[src/rtl/sr_latch_driver.sv]
// Clocked command stage that turns set/clear requests into non-overlapping,
// width-controlled S/R pulses and confirms the outcome through synchronized Q/QB.
module sr_latch_driver #(
    parameter int PULSE_W = 4,
    parameter int GAP_W   = 2,
    parameter int TIMEOUT = 8
) (
    input  logic clk,
    input  logic rst_n,
    input  logic set_req,
    input  logic clr_req,
    output logic req_ready,
    output logic s_out,
    output logic r_out,
    input  logic q_in,
    input  logic qb_in,
    output logic busy,
    output logic done,
    output logic err,
    output logic q_state
);

    localparam int MAX_PG = (PULSE_W > GAP_W) ? PULSE_W : GAP_W;
    localparam int MAXV   = (MAX_PG > TIMEOUT) ? MAX_PG : TIMEOUT;
    localparam int CW     = $clog2(MAXV + 1);

    localparam logic [CW-1:0] PULSE_C   = CW'(PULSE_W);
    localparam logic [CW-1:0] GAP_C     = CW'(GAP_W);
    localparam logic [CW-1:0] TIMEOUT_C = CW'(TIMEOUT);
    localparam logic [CW-1:0] CNT_ONE   = CW'(1);
    localparam logic [CW-1:0] CNT_MAX   = {CW{1'b1}};

    typedef enum logic [1:0] {IDLE, PULSE, CHECK, GAP} state_t;

    state_t        state_q, state_d;
    logic [CW-1:0] cnt_q, cnt_d, cnt_inc;
    logic          target_q, target_d;
    logic          s_q, s_d, r_q, r_d;
    logic          done_q, done_d, err_q, err_d;
    logic          qst_q, qst_d;
    logic          q_s1_q, q_s_q, qb_s1_q, qb_s_q;
    logic          match;

    assign cnt_inc = (cnt_q == CNT_MAX) ? cnt_q : cnt_q + CNT_ONE;
    // A racing latch (q == qb) can never satisfy both terms, so it is a no-match.
    assign match   = (q_s_q == target_q) && (qb_s_q == ~target_q);

    always_comb begin
        state_d  = state_q;
        cnt_d    = cnt_q;
        target_d = target_q;
        s_d      = 1'b0;
        r_d      = 1'b0;
        done_d   = 1'b0;
        err_d    = 1'b0;
        qst_d    = qst_q;
        case (state_q)
            IDLE: begin
                if (set_req && clr_req) begin
                    err_d = 1'b1;
                end else if (set_req ^ clr_req) begin
                    target_d = set_req;
                    s_d      = set_req;
                    r_d      = clr_req;
                    cnt_d    = CNT_ONE;
                    state_d  = PULSE;
                end
            end
            PULSE: begin
                if (cnt_q >= PULSE_C) begin
                    cnt_d   = CNT_ONE;
                    state_d = CHECK;
                end else begin
                    s_d   = target_q;
                    r_d   = ~target_q;
                    cnt_d = cnt_inc;
                end
            end
            CHECK: begin
                if (match) begin
                    done_d  = 1'b1;
                    qst_d   = target_q;
                    cnt_d   = CNT_ONE;
                    state_d = GAP;
                end else if (cnt_q >= TIMEOUT_C) begin
                    err_d   = 1'b1;
                    cnt_d   = CNT_ONE;
                    state_d = GAP;
                end else begin
                    cnt_d = cnt_inc;
                end
            end
            GAP: begin
                if (cnt_q >= GAP_C) begin
                    cnt_d   = '0;
                    state_d = IDLE;
                end else begin
                    cnt_d = cnt_inc;
                end
            end
            default: state_d = IDLE;
        endcase
    end

    always_ff @(posedge clk) begin
        if (!rst_n) begin
            state_q  <= IDLE;
            cnt_q    <= '0;
            target_q <= 1'b0;
            s_q      <= 1'b0;
            r_q      <= 1'b0;
            done_q   <= 1'b0;
            err_q    <= 1'b0;
            qst_q    <= 1'b0;
            q_s1_q   <= 1'b0;
            q_s_q    <= 1'b0;
            qb_s1_q  <= 1'b0;
            qb_s_q   <= 1'b0;
        end else begin
            state_q  <= state_d;
            cnt_q    <= cnt_d;
            target_q <= target_d;
            s_q      <= s_d;
            r_q      <= r_d;
            done_q   <= done_d;
            err_q    <= err_d;
            qst_q    <= qst_d;
            q_s1_q   <= q_in;
            q_s_q    <= q_s1_q;
            qb_s1_q  <= qb_in;
            qb_s_q   <= qb_s1_q;
        end
    end

    assign req_ready = (state_q == IDLE);
    assign busy      = (state_q != IDLE);
    assign s_out     = s_q;
    assign r_out     = r_q;
    assign done      = done_q;
    assign err       = err_q;
    assign q_state   = qst_q;

endmodule
[config.mk]
export PLATFORM = sky130hd
export DESIGN_NAME = sr_latch_driver
export DESIGN_NICKNAME = d
export VERILOG_FILES = /design/src/rtl/sr_latch_driver.sv
export SDC_FILE = /design/constraint.sdc
export NUM_CORES = 1
export LEC_CHECK = 0
export CORE_MARGIN = 2
export CORE_UTILIZATION = 50
export CTS_CLUSTER_SIZE = 30
export DETAILED_ROUTE_END_ITERATION = 7
export GPL_TIMING_DRIVEN = 0
export PLACE_DENSITY = 0.72
export SLEW_MARGIN = 20
export SYNTH_ARGS = -nofsm -noshare
export SYNTH_HDL_FRONTEND = slang
export SYNTH_SLANG_ARGS = --single-unit
[constraint.sdc]
create_clock -name clk -period 3.6 [get_ports clk]
set_clock_uncertainty 0.2 [all_clocks]
set_input_delay 0.54 -clock clk [delete_from_list [all_inputs] [get_ports clk]]
set_output_delay 0.54 -clock clk [all_outputs]
set_load 0.01 [all_outputs]
Yosys cells after proc, flatten, opt, wreduce, memory -nomap -nowiden
Index checks and enable logic that the tools add are counted.
Widths: inputs -> output; s select.
{"block": "totals", "reg_bits": 16, "in_bits": 6, "out_inout_bits": 7}
{"block": "classes", "n_addsub": 1, "order_cmp": 3, "eq_ne": 11, "mux": 28, "n_bitwise": 3, "n_reduce_logical": 9}
{"op": "$mux 4", "count": 7}
{"op": "$pmux 4 s4", "count": 1}
{"op": "$mux 2", "count": 6}
{"op": "$mux 1", "count": 10}
{"op": "$pmux 2 s4", "count": 1}
{"op": "$ne 2x2->1 const B", "count": 3}
{"op": "$pmux 1 s2", "count": 3}
{"op": "$reduce_and 2->1", "count": 3}
{"op": "$reduce_and 5->1", "count": 1}
{"op": "$add 4x1->4 const B", "count": 1}
{"op": "$eq 2x2->1 const B", "count": 2}
{"op": "$eq 4x4->1 const B", "count": 1}
{"op": "$ge 4x2->1 const B", "count": 1}
{"op": "$ge 4x3->1 const B", "count": 1}
{"op": "$ge 4x4->1 const B", "count": 1}
{"op": "$ne 3x3->1 const B", "count": 1}
{"op": "$reduce_and 3->1", "count": 1}
{"op": "$eq 1x1->1", "count": 2}
{"op": "$eq 2x1->1 const B", "count": 1}
{"op": "$logic_and 1x1->1", "count": 2}
{"op": "$logic_not 2->1", "count": 1}
{"op": "$ne 2x1->1 const B", "count": 1}
{"op": "$not 1->1", "count": 2}
{"op": "$reduce_bool 2->1", "count": 1}
{"op": "$xor 1x1->1", "count": 1}

Logic depth before layout (Yosys ltp)
Gate-level depths: netlist (run 1).
{"block": "logic_depth", "word_depth": 5, "ltp_mapped": 7, "depth_no_buf": 6}

Least setup slack after synthesis (run 1)
OpenSTA, ideal clock, no wires.
{"block": "synth_timing", "path_kind": "reg-to-reg", "start": "register state_q[0]", "end": "register state_q[1]", "t_arrival_ns": 1.567, "required_time_ns": 3.328, "slack_ns": 1.761, "path_stages_with_launch": 8, "path_buffers": 1, "synth_period_minus_slack_ns": 1.839, "path_cell_list": "dfxtp_1 -> inv_1 -> ha_1 -> buf_4 -> inv_1 -> nor2_1 -> nor3_1 -> mux2i_1"}
{"block": "synth_via", "elab_chain_cells": 3, "word_cells_on_any_way": 11, "classes_between": "eq/ne: 8; mux: 1; reduce/logical: 2"}
{"element": "start, declared", "line_no": "35", "rtl": "state_t state_q, state_d;"}
{"element": "start signal, assigned", "line_no": "120", "rtl": "state_q <= state_d;"}
{"element": "$logic_not 2->1 *"}
{"element": "named net req_ready", "line_no": "12", "rtl": "output logic req_ready,"}
{"element": "$ne 2x1->1 (no line) or $ne 2x2->1 (tied branches)"}
{"element": "$reduce_and 5->1 (no line)"}
The timed path passes the listed nets; every way through them passes the cells marked *.
A chain may end at the register's enable or synchronous reset.

Final worst setup path (run 1)
{"block": "layout_timing", "start": "register state_q[0]", "end": "output busy"}
{"block": "layout_via", "elab_chain_cells": 1}
{"element": "$reduce_bool 2->1", "line_no": "136", "rtl": "assign busy = (state_q != IDLE);"}
{"element": "end, declared", "line_no": "17", "rtl": "output logic busy,"}
Every way passes these cells.

==> results.md, run 1 <==
* Area of the core at 1670 sq um
* Startpoint type of the worst setup path: flop
* Critical path type: reg2out
* Maximum count of clock buffers along a single path at 2
* Starting density of the core at between 50% and 60%
* Reg-to-reg slack, setup at 1630 ps
* Wire length of the first global-routing pass at 2750 um
* Share of post-route cells with drive strength above 1 at 11.4%
* Final min period at 2610 ps
* CTS tree: built
* Most used standard cells in the synthesized netlist: dfxtp_1, ha_1, nor2_1, inv_1, nand2_1
* CTS root buf: clkbuf_4
* CTS Hold Bufs at 0
* Synth-to-Final Area Change at 17.9%
* Placement Cell Area at 993 sq um
* Setup-failing EPs final at 0
* Die extent in y at 45.5 um
* Via Count at approximately 700
* Number of I/O port buffers at 11
* Number of sinks driven by the clock tree at 16
* Inserted Diodes at 0
* Remaining Overflow, GRT at 0
* Count leader, synth: dfxtp_1
* Share of the synthesized area in compound gates (AO/OA/AOI/OAI) at 18.7%
* CP Cell Sequence: inv_1, ha_1, buf_4, inv_1, clkdlybuf4s50_1
* Largest family of logic cells by synthesized area: simple AND/OR/NAND/NOR gates
* Cell with the largest stage delay on the worst path: clkdlybuf4s50_1
* Global routing's busiest layer: met2
* TritonCTS buffer count at 3
* Largest cells by area after synthesis: dfxtp_1, ha_1, nor2_1
* Crit share post-route at 72.5%
* Maximum vdd drop at between 0.0004 and 0.0005 V
* Number of optimization iterations in the first detailed-route pass at 4
* Worst Setup End Kind: primary output
* Distinct cell type count after synthesis at 32
* Synth Register Bits at 16
* Worst slack after detailed placement at 1120 ps
* Number of endpoints with negative hold slack in the final report at 0
* GRT Total Usage at a little under a fifth
* IO Pins at 13
* Synthesized netlist cell count at 91
* P_leak at 0.000419 uW
* Average footprint of a synthesized cell at 9.47 sq um
* Vias in the first global route at 676
* Final core utilization at 60.8%
* Grt met1 use at 21.4%
* Cell taking the most area after synthesis: dfxtp_1
* Final Routed Wirelength at 1670 um
* Final layout net count at 122
* Final routed DRC violation total at 0
* Count of flip-flops with a built-in enable after synthesis at 0
* Power Dens Cells at 586 nW/um^2
* Result of the run: complete, no violations
* Pin count of the biggest net entering global routing at 11
* Final weighted congestion in routability-driven placement at between 0.7 and 0.8
* Slew at the pin closest to its max-slew limit at ~450 ps
* Parity-gate share of the synthesized area counting xor and xnor cells at 0%
* Yosys Warn Count at 0
* Prevailing post-synth register cell: dfxtp_1
* Routed len/inst at 13.7 um
* Syn Nets at 106
* Max Clock Freq at 0.383 GHz
* Post-CTS Repair Setup Buffers at 0
* Fraction of synthesis flops using an asynchronous set or reset pin at 0%
* Fraction of synthesized area in multiplexers at 3.48%
* Maximum fanout count along the critical path at 9
* CTS HTree Levels at 1
* Antenna violations before repair at 0
* Post-synth top area share at a little under two fifths
* Setup ws final at between 900 and 1000 ps
* ANT nets after route at 0
* Total of max-cap violations at 0
* Iter 0 DRT Violations at 11
* Aggregate negative setup slack at 0 ps
* GR met3 Demand/Resource at 2.38%
* Critical path data arrival time at approximately 1900 ps
* Share of synthesized area occupied by flip-flops and latches at 37.2%
* Clock insertion delay at the later pin of the skew report at 290 ps
* Max transition margin at 70.0%
* Cell area after technology mapping at between 800 and 900 sq um
* Post-detailed-route via-to-cell ratio at between 5 and 6
* RSZ-0062 raised after global routing: false
* Standard-cell rows at 15
* HPWL after detailed placement at 1210 um
* GR Layer Usage met2 at a little under a third
* Delay contributed by the slowest stage of the critical path at between 500 and 600 ps
* Most common cell type on the critical path: inv_1
* Synth Area in Adders at 13.1%
* Final slew viol count at 0
* Die Width at ~46 um
* Number of gates resized after cts at 0
* Clock transition at path regs at 90 ps
* Total power consumption of the routed design at 595 uW
* Area fraction in and, or, nand and nor cells after synthesis at 22.2%
* Required time at the endpoint of the critical path at 2860 ps
* Cell area after layout at 1020 sq um
* Die Area at 2070 sq um
* HP Class: reg2reg
## cell type report
cell class                      instances  area [sq um]
Clock buffer                            3          22.5
Sequential cell                        16           320
Buffer                                  3          16.3
Multi-Input combinational cell         64           495
Tap cell                               17          21.3
Timing Repair Buffer                   11           110
Inverter                                8          30.0
Fill cell                             143           654
## critical path, delay by kind of cell, from the launching register on
| family | cells | cell delay [ps] |
|---|---|---|
| buf+inv | 4 | 980 |
| flops | 1 | 390 |
| fa+ha+maj | 1 | 210 |
## through the flow
step	hold slack (ps)	std cells
after floorplan	212	91
after global placement	215	119
after detailed placement	222	119
after CTS	244	122
after global routing	259	122
final	241	122
## worst paths after layout
check	start	endpoint	cells past startpoint
setup / recovery	state_q[0]$_SDFFE_PN0P_	busy	5
hold / removal	q_s1_q$_SDFF_PN0_	q_s_q$_SDFF_PN0_	1
setup reg to reg	state_q[0]$_SDFFE_PN0P_	cnt_q[2]$_SDFFE_PN0P_	7
hold reg to reg	q_s1_q$_SDFF_PN0_	q_s_q$_SDFF_PN0_	1
## power by group
part	total, uW	internal (uW)	switching (uW)	leakage [uW]
Clock	93.9	38.9	55.0	0.0000138
Combinational	274	126	148	0.000274
Sequential	227	203	24.2	0.000131
Total	595	368	227	0.000419
## placed cells by master, fill, tap and decap left out, drive strengths merged, types with 4 or more instances in the layout
cell type      count
ha                 9
and2               4
a221oi             4
nand3              4
inv                7
dfxtp             16
nand2              5
nor2              11
clkdlybuf4s50     11
clkbuf             4
## cells by family after synthesis
logic type      Yosys count
simple gates             32
compound gates           20
flops                    16
buf+inv                  11
fa+ha+maj                 9
mux                       3
## registers in the layout (all words and copies together) (netlist names)
name and flops:
s_out 1, q_state 1, state_q 2, qb_s_q 1, q_s1_q 1, q_s_q 1, target_q 1, cnt_q 4
done 1, qb_s1_q 1, err 1, r_out 1
## per-layer routing
layer,wire length (um),share of wire [%]
met5,0,0
met4,29,1.7
met3,69,4.1
met2,817,49
met1,751,45
Power figures use the tool's default switching activity.
==> run 2: changes to the inputs <==
Settings changed: CORE_UTILIZATION 50 to 46, PLACE_DENSITY 0.72 to 0.69.
Clock period 3.6 ns to 2.1 ns, I/O delays scaled along.
==> run 2 against run 1 <==
Critical path type is now in2reg. Routed wire length grew 1.3%. Global-route usage shrank 1.1 points. Combinational power grew 70%. Cell count grew 7.4%. Clock power grew 120%. Largest cell class unchanged. Sequential share of layout area shrank 0.59 points. Hold slack lost 50 ps. First-iteration DRC count grew 110%. Setup slack lost 900 ps. Non-clock buffer count is the same.
==> results.md, run 2 (same netlist as run 1, synthesis figures left out) <==
* Number of optimization iterations in the first detailed-route pass at 4
* Number of I/O port buffers at 11
* Cell area after layout at 1040 sq um
* Area of the core at 1750 sq um
* Cell Count, Final, Fillers Out at 131
* CTS root buf: clkbuf_4
* Maximum vdd drop at 0.000746 V
* Comb power frac at between 40 and 50%
* Slew at the pin closest to its max-slew limit at about 370 ps
* Antenna violations before repair at 0
* Post-detailed-route via-to-cell ratio at 5.29
* Final weighted congestion in routability-driven placement at 0.736
* Die extent in y at 47.3 um
* Final routed DRC violation total at 0
* TritonCTS buffer count at 3
* Synth-to-Final Area Change at 21.0%
* Final layout net count at 122
* Maximum fanout count along the critical path at 6
* Switching Share at 37.2%
* HPWL after detailed placement at 1220 um
* P_leak at ~0.00043 uW
* Routed len/inst at 12.9 um
* Critical path type: in2reg
* Standard-cell rows at 15
* Number of sinks driven by the clock tree at 16
* Share of post-route cells with drive strength above 1 at 16.0%
* Most common library cell in the layout ignoring fill and taps: dfxtp_1
* Maximum count of clock buffers along a single path at 2
* Die Area at 2240 sq um
* GRT Total Usage at 17.5%
* Final Routed Wirelength at 1690 um
* Final slew viol count at 0
* Flip-flop count of the largest register, all copies and words added at 4
* Pin count of the biggest net entering global routing at 11
* P_sw at just under 400 uW
* Starting density of the core at between 40% and 50%
* Critical path data arrival time at 2020 ps
* Placement Cell Area at about 1000 sq um
* Crit share post-route at a little over nine tenths
* Max transition margin at 74.9%
* WHS Path Cells at 3
* Result of the run: complete, no violations
* IO Pins at 13
* Inserted Diodes at 0
* CTS HTree Levels at 1
* Register ranked first by flip-flop count: cnt_q
* Count of cells along the worst register-to-register path at 7
* Top library cells by usage in the layout, fill and taps aside: dfxtp_1, clkdlybuf4s50_1, ha_1, nor2_1, inv_1
* Iter 0 DRT Violations at 23
* HP Class: in2reg
* Worst slack on hold paths at 191 ps
* Power Dens Cells at slightly above 1000 nW/um^2
* Clk network pwr share at between 10% and 20%
* ANT nets after route at 0
* Setup-failing EPs final at 0
* Final min period at 2010 ps
* Max Clock Freq at 0.498 GHz
* Worst Setup End Kind: flop
* Largest regs: cnt_q (4), state_q (2)
* Startpoint type of the worst setup path: primary input
* Die Width at around 47 um
* CTS tree: built
* Vias in the first global route at 634
* Cell-internal power at 669 uW
* Post-CTS Repair Setup Buffers at 0
* Total of max-cap violations at 0
* Placed cells at 127
* Remaining Overflow, GRT at 0
* Required time at the endpoint of the critical path at 2110 ps
* Clock transition at path regs at 90 ps
* Sequential fraction of design power at 36.7%
* Via Count at just under 700
* Wire length of the first global-routing pass at 2700 um
* Number of endpoints with negative hold slack in the final report at 0
* Clock insertion delay at the later pin of the skew report at 290 ps
-- run 2: final timing paths --
kind                                               from  slack, ps                 endpoint
worst max-delay path                            set_req         90  state_q[1]$_SDFFE_PN0P_
worst min-delay path                              rst_n        190  state_q[1]$_SDFFE_PN0P_
worst max register to register  state_q[0]$_SDFFE_PN0P_        300    cnt_q[2]$_SDFFE_PN0P_
worst min register to register       qb_s1_q$_SDFF_PN0_        240        qb_s_q$_SDFF_PN0_
-- run 2: metrics by stage --
| stage | utilization [%] | setup WS (ps) | total power (uW) | setup TNS [ps] |
|---|---|---|---|---|
| finish | 59.8 | 90.0 | 1070 | 0 |
| global route | 59.8 | -1.06 | 1140 | -1.06 |
| CTS | 59.5 | 1.36 | 1050 | 0 |
| detailed placement | 57.5 | -221 | 861 | -654 |
| global placement | 57.5 | -118 | 851 | -424 |
| floorplan | - | 261 | 713 | 0 |
-- run 2: timing repair --
action	in CTS	in global routing
hold buffers	0	0
endpoints found under the setup margin	1	3
resized for setup	1	4
endpoints found under the hold margin	0	0
-- run 2: layout make-up --
type                    count  area [sq um]
flip-flops and latches     16           323
multi-input cells          64           498
inverters                   8          30.0
well taps                  25          31.3
fillers                   153           702
clock buffers               4          36.3
plain buffers               3          16.3
repair buffers             11           109
-- run 2: power by group through the flow --
| stage | combinational, uW | clock (uW) | sequential [uW] |
|---|---|---|---|
| final | 467 | 207 | 391 |
| after global routing | 520 | 225 | 399 |
| after CTS | 460 | 207 | 387 |
| after detailed placement | 466 | 0 | 395 |
| after global placement | 457 | 0 | 393 |
| after floorplan | 322 | 0 | 392 |
-- run 2: layer usage --
| metal | routed length, um | part of all wire (%) | vias to the layer above | global-route usage [%] |
|---|---|---|---|---|
| met3 | 70 | 4.1 | 4 | 4.23 |
| met4 | 26 | 1.5 | 0 | 11.7 |
| met5 | 0 | 0 | - | 0 |
| li1 | - | - | 350 | - |
| met1 | 771 | 46 | 317 | 21.8 |
| met2 | 821 | 49 | 22 | 26.5 |
-- run 2: worst max-delay path: stages --
cell and delay [ps]:
clkdlybuf4s50_1 540, inv_1 70, ha_1 320, nor2_1 160, nor2_2 90, nor3_1 300
mux2i_1 230
